===== config.mk =====
export PLATFORM = sky130hd
export DESIGN_NAME = jtag_tap_ir_ctrl
export DESIGN_NICKNAME = d
export VERILOG_FILES = /design/src/rtl/jtag_tap_ir_ctrl.sv
export SDC_FILE = /design/constraint.sdc
export NUM_CORES = 1
export LEC_CHECK = 0
export CORE_MARGIN = 2
export CORE_UTILIZATION = 45
export CTS_BUF_LIST = sky130_fd_sc_hd__clkbuf_8
export DETAILED_ROUTE_END_ITERATION = 6
export HOLD_SLACK_MARGIN = 0.08
export PLACE_DENSITY = 0.67
export SYNTH_ARGS = -nofsm -noshare
export SYNTH_HDL_FRONTEND = slang
export SYNTH_SLANG_ARGS = --single-unit

===== constraint.sdc =====
create_clock -name tck -period 3.7 [get_ports tck]
set_input_delay 0.37 -clock tck [delete_from_list [all_inputs] [get_ports tck]]
set_output_delay 0.37 -clock tck [all_outputs]
set_load 0.02 [all_outputs]

===== src/rtl/jtag_tap_ir_ctrl.sv =====
// JTAG TAP controller: 16-state one-hot TAP FSM, instruction register, bypass register and DR-select decode.
// Optional feature macro: JTAG_IDCODE_EN adds a 32-bit IDCODE register, which also becomes the reset instruction.
module jtag_tap_ir_ctrl #(
   parameter int                  IR_WIDTH     = 4,
   parameter int                  NUM_USER_DR  = 2,
   parameter logic [IR_WIDTH-1:0] USER_OP_BASE = 4'h2,
   parameter logic [IR_WIDTH-1:0] IDCODE_OP    = 4'h1,
   parameter logic [31:0]         IDCODE_VALUE = 32'h1000_0001
) (
   input  logic                   tck,
   input  logic                   trst_n,
   input  logic                   tms,
   input  logic                   tdi,
   output logic                   tdo,
   output logic                   tdo_en,
   input  logic [NUM_USER_DR-1:0] user_tdo,
   output logic [NUM_USER_DR-1:0] dr_sel,
   output logic                   capture_dr,
   output logic                   shift_dr,
   output logic                   update_dr,
   output logic                   tlr,
   output logic [IR_WIDTH-1:0]    ir_out
);

   localparam int MAX_USER_OP = int'(USER_OP_BASE) + NUM_USER_DR - 1;
   localparam int ALL_ONES_OP = (1 << IR_WIDTH) - 1;

   if (IR_WIDTH < 2) begin : g_chk_ir_width
      $error("jtag_tap_ir_ctrl: IR_WIDTH must be at least 2");
   end
   if (NUM_USER_DR < 1 || NUM_USER_DR > 8) begin : g_chk_num_user
      $error("jtag_tap_ir_ctrl: NUM_USER_DR must be in 1..8");
   end
   if (MAX_USER_OP >= ALL_ONES_OP) begin : g_chk_user_range
      $error("jtag_tap_ir_ctrl: user opcodes collide with the all-ones BYPASS opcode");
   end
   if (int'(IDCODE_OP) >= int'(USER_OP_BASE) && int'(IDCODE_OP) <= MAX_USER_OP) begin : g_chk_idcode_op
      $error("jtag_tap_ir_ctrl: IDCODE_OP collides with a user chain opcode");
   end
   if (IDCODE_VALUE[0] != 1'b1) begin : g_chk_idcode_lsb
      $error("jtag_tap_ir_ctrl: IDCODE_VALUE bit 0 must be 1");
   end

`ifdef JTAG_IDCODE_EN
   localparam logic [IR_WIDTH-1:0] RESET_OP = IDCODE_OP;
`else
   localparam logic [IR_WIDTH-1:0] RESET_OP = '1;
`endif

   // One-hot encoding: every state decode is a single flop output, so no decode glitches.
   typedef enum logic [15:0] {
      TLR    = 16'h0001,
      RTI    = 16'h0002,
      SEL_DR = 16'h0004,
      CAP_DR = 16'h0008,
      SH_DR  = 16'h0010,
      EX1_DR = 16'h0020,
      PAU_DR = 16'h0040,
      EX2_DR = 16'h0080,
      UPD_DR = 16'h0100,
      SEL_IR = 16'h0200,
      CAP_IR = 16'h0400,
      SH_IR  = 16'h0800,
      EX1_IR = 16'h1000,
      PAU_IR = 16'h2000,
      EX2_IR = 16'h4000,
      UPD_IR = 16'h8000
   } tap_state_t;

   localparam int I_TLR    = 0;
   localparam int I_CAP_DR = 3;
   localparam int I_SH_DR  = 4;
   localparam int I_UPD_DR = 8;
   localparam int I_SEL_IR = 9;
   localparam int I_CAP_IR = 10;
   localparam int I_SH_IR  = 11;
   localparam int I_UPD_IR = 15;

   tap_state_t          state;
   logic [IR_WIDTH-1:0] ir_shift;
   logic                bypass_reg;
   logic                dr_tdo;

`ifdef JTAG_IDCODE_EN
   logic                sel_idcode;
   logic [31:0]         idcode_reg;
`endif

   always_ff @(posedge tck or negedge trst_n) begin : tap_fsm
      if (!trst_n) begin
         state <= TLR;
      end else begin
         case (state)
            TLR:     state <= tms ? TLR    : RTI;
            RTI:     state <= tms ? SEL_DR : RTI;
            SEL_DR:  state <= tms ? SEL_IR : CAP_DR;
            CAP_DR:  state <= tms ? EX1_DR : SH_DR;
            SH_DR:   state <= tms ? EX1_DR : SH_DR;
            EX1_DR:  state <= tms ? UPD_DR : PAU_DR;
            PAU_DR:  state <= tms ? EX2_DR : PAU_DR;
            EX2_DR:  state <= tms ? UPD_DR : SH_DR;
            UPD_DR:  state <= tms ? SEL_DR : RTI;
            SEL_IR:  state <= tms ? TLR    : CAP_IR;
            CAP_IR:  state <= tms ? EX1_IR : SH_IR;
            SH_IR:   state <= tms ? EX1_IR : SH_IR;
            EX1_IR:  state <= tms ? UPD_IR : PAU_IR;
            PAU_IR:  state <= tms ? EX2_IR : PAU_IR;
            EX2_IR:  state <= tms ? UPD_IR : SH_IR;
            UPD_IR:  state <= tms ? SEL_DR : RTI;
            default: state <= TLR;
         endcase
      end
   end

   assign tlr        = state[I_TLR];
   assign capture_dr = state[I_CAP_DR];
   assign shift_dr   = state[I_SH_DR];
   assign update_dr  = state[I_UPD_DR];

   // ir_out snaps to the reset opcode on the same edge that enters TLR, and stays there while in TLR.
   always_ff @(posedge tck or negedge trst_n) begin : ir_path
      if (!trst_n) begin
         ir_shift <= '0;
         ir_out   <= RESET_OP;
      end else begin
         if (state[I_CAP_IR]) begin
            ir_shift <= IR_WIDTH'(2'b01);
         end else if (state[I_SH_IR]) begin
            ir_shift <= {tdi, ir_shift[IR_WIDTH-1:1]};
         end
         if (state[I_TLR] || (state[I_SEL_IR] && tms)) begin
            ir_out <= RESET_OP;
         end else if (state[I_UPD_IR]) begin
            ir_out <= ir_shift;
         end
      end
   end

   always_comb begin : ir_decode
      dr_sel = '0;
      for (int k = 0; k < NUM_USER_DR; k++) begin
         if (ir_out == USER_OP_BASE + IR_WIDTH'(k)) begin
            dr_sel[k] = 1'b1;
         end
      end
`ifdef JTAG_IDCODE_EN
      sel_idcode = (ir_out == IDCODE_OP);
`endif
   end

   always_ff @(posedge tck or negedge trst_n) begin : bypass_path
      if (!trst_n) begin
         bypass_reg <= 1'b0;
      end else if (state[I_CAP_DR]) begin
         bypass_reg <= 1'b0;
      end else if (state[I_SH_DR]) begin
         bypass_reg <= tdi;
      end
   end

`ifdef JTAG_IDCODE_EN
   always_ff @(posedge tck or negedge trst_n) begin : idcode_path
      if (!trst_n) begin
         idcode_reg <= IDCODE_VALUE;
      end else if (state[I_CAP_DR] && sel_idcode) begin
         idcode_reg <= IDCODE_VALUE;
      end else if (state[I_SH_DR] && sel_idcode) begin
         idcode_reg <= {tdi, idcode_reg[31:1]};
      end
   end
`endif

   // Bypass is the fallback source whenever no user chain or IDCODE is selected.
   always_comb begin : dr_mux
      dr_tdo = bypass_reg;
      for (int k = 0; k < NUM_USER_DR; k++) begin
         if (dr_sel[k]) begin
            dr_tdo = user_tdo[k];
         end
      end
`ifdef JTAG_IDCODE_EN
      if (sel_idcode) begin
         dr_tdo = idcode_reg[0];
      end
`endif
   end

   always_ff @(negedge tck or negedge trst_n) begin : tdo_launch
      if (!trst_n) begin
         tdo    <= 1'b0;
         tdo_en <= 1'b0;
      end else if (state[I_SH_IR]) begin
         tdo    <= ir_shift[0];
         tdo_en <= 1'b1;
      end else if (state[I_SH_DR]) begin
         tdo    <= dr_tdo;
         tdo_en <= 1'b1;
      end else begin
         tdo_en <= 1'b0;
      end
   end

endmodule


Yosys cells after proc, flatten, opt, wreduce, memory -nomap -nowiden
Cells that the tools add are included.
Cells by class
  mux-type cells: 27
  reductions and logical operators: 9
  eq/ne operators: 18
Operators by type and width (count)
  $pmux 16 s12: 1
  $mux 16: 2
  $mux 9: 2
  $eq 16x1->1 const B: 1
  $eq 16x10->1 const B: 1
  $eq 16x11->1 const B: 1
  $eq 16x12->1 const B: 1
  $eq 16x13->1 const B: 1
  $eq 16x14->1 const B: 1
  $eq 16x15->1 const B: 1
  $eq 16x16->1 const B: 1
  $eq 16x2->1 const B: 1
  $eq 16x3->1 const B: 1
  $eq 16x4->1 const B: 1
  $eq 16x5->1 const B: 1
  $eq 16x6->1 const B: 1
  $eq 16x7->1 const B: 1
  $eq 16x8->1 const B: 1
  $eq 16x9->1 const B: 1
  $mux 4: 4
  $mux 15: 1
  $mux 13: 1
  $mux 11: 1
  $mux 1: 10
  other kinds (11): 16
Storage, ports and cells
  flip-flop bits (word level): 27
  input port bits: 6
  output and inout bits: 12

Longest topological paths before layout
  word-level depth: 6
  mapped depth: 6

==> results.toml <==
[run_status]
status = "completed"

[pwr]
cellLeakagePower_nw = 0.661
power.density_mw_per_mm2 = 434
ir_drop_uv = 195

[setup_path]
endpoint_kind = "output pin"
critical_path.max_fanout = 2
crit_buf_inv = 1
cpPeakStageDelay_ns = 0.60
critical_path.cell_chain = "clkdlybuf4s50_1"
critPathTopFamily = "buffers and inverters"
rrSetupSlack_ns = 0.39
worst-setup-path-type = "reg -> out"
cp-start-kind = "register"
slowest_stage = "clkdlybuf4s50_1"
crit_required_ns = 3.33
arrival_ns = 3.14

[cells_and_area]
largestRegisters = "state x16, ir_out x4, ir_shift x4"
largest_reg_flops = 16
diodes = 0
fin_cells = 181
fillers = 285
final_nets = 155
drive_above_1_share = 0.122
regMostFlops = "state"
area_delta_synth_final_pct = 16.8

[routing]
viasPerCell = 5.62
wl_per_cell_um = 14.7
routed_wl_um = 2670
num_vias = 1018
drc = 0
drtIter0Drc = 33
drtPass1Iterations = 4
ant_nets = 0

[worst_hold_path]
hp-class = "in -> async"

[clocking]
clk_latency_ns = 0.28
clock_path_buffers = 2
path_clk_slew_ns = 0.09
cts-root-buf = "clkbuf_8"
cts_sinks = 27
cts_buffers = 3
htree_levels = 1
post_cts_buffers = 0
cts_tree = "done"
cts_resized = 0
hold_buffers = 0

[die]
io_pins = 18
initial_utilization = 0.461
num_rows = 20
die-area_mm2 = 0.00351
core_area_mm2 = 0.00298
chipHeight_um = 59.2
dieWidth_um = 59.2

[placed_design]
portBuffers = 17
post-place-ws_ns = 0.399
hpwl_um = 2020
dp_cells = 177
gp_congestion = 0.895

[timing]
rsz0062_at_grt = "false"
fin_skew_ns = 0.0131
slew_viol_final = 0
hold_viol = 0
tightest_slew_ns = 0.498
fin_tns_setup_ns = 0
slew_headroom = 0.665
setup_viol_count_final = 0
timing.final.ws_setup_ns = 0.191

[synthesis]
synth.distinct_cells = 38
synth_area_leaders = "dfrtp_1 36%, dfstp_2 9.6%, mux2i_1 7.3%"
ys_async_sr_fraction = 1.00
yosys_warnings = 0
syn_inst = 133
synth_seq_area_share = 0.497
netlist.area_leader.share = 0.365
yosysMostFrequentCell = "dfrtp_1"
synth_area_leader_cell = "dfrtp_1"
synth_edf_count = 0
synthFlopType = "dfrtp_1"
ys_top_cells_by_count = "20 x dfrtp_1, 17 x nor2_1, 11 x nand2_1, 10 x mux2i_1, 8 x nor3_1"
synth-seq-cells = 27
synth_fp_nets = 139
synth_area_mm2 = 0.00137
syn_avg_cell_area_um2 = 10.3

[grt]
grt_pass1_wl_um = 4580
overflow = 0
grt_use_total = 0.171
first_global_vias = 1003
grt_max_degree = 16
grt_antenna_before_repair = 0

[job]
drv_cap = 0
-- routing by layer --
metal,vias to the layer above,global-route usage,part of all wire
li1,505,-,-
met3,2,0.0284,0.038
met1,488,0.236,0.49
met4,0,0.0519,0.0064
met2,23,0.276,0.46
met5,-,0,0
-- report_power, final --
part	switching, mW	leakage, nW	internal (mW)	total (mW)
registers	0.0223	0.354	0.321	0.344
clock network	0.0909	0.0255	0.0755	0.166
logic	0.0994	0.282	0.0855	0.185
-- cells in the final DEF, fill, tap and decap left out, types with 4 or more instances in the layout --
cell and instances:
or4_1 4, nor2_1 17, clkdlybuf4s50_1 17, dfrtp_1 20
dfstp_2 5, o21ai_0 4, mux2i_1 10, nor4_1 4
nand2_1 11, nor3_1 8, xnor2_1 6
-- area by class of cell --
class	count	area (um^2)	area share
well taps	33	41.3	0.0258
clock inverters	1	5.00	0.00312
repair buffers	19	185	0.116
clock buffers	3	41.3	0.0258
multi-input cells	98	648	0.404
flip-flops and latches	27	682	0.425
-- cell families after synthesis --
group | count (synthesis) | synth area share
buffers and inverters | 8 | 0.0310
XOR/XNOR | 8 | 0.0511
AO/OA/AOI/OAI | 13 | 0.0684
AND/OR/NAND/NOR | 67 | 0.280
multiplexers | 10 | 0.0729
flip-flops | 27 | 0.497
-- path summary, 6_finish.rpt --
path,cells past startpoint,to,startpoint
min in group tck,2,tdo,tdo
hold reg to reg,2,tdo,tdo
setup reg to reg,4,tdo,ir_out[1]
setup / recovery,1,tdo,tdo
max in group asynchronous,2,tdo_en,trst_n
hold / removal,2,state[4],trst_n
-- through the flow --
stage	instance area [um^2]	power (mW)	hold slack (ns)	util
after floorplan	1370	0.474	0.0744	-
after global placement	1560	0.532	0.505	0.523
after detailed placement	1560	0.535	0.516	0.523
after CTS	1600	0.704	0.391	0.538
after global routing	1600	0.733	0.423	0.538
final	1600	0.695	0.394	0.538
Note: power is estimated with default switching activity, not from simulation.
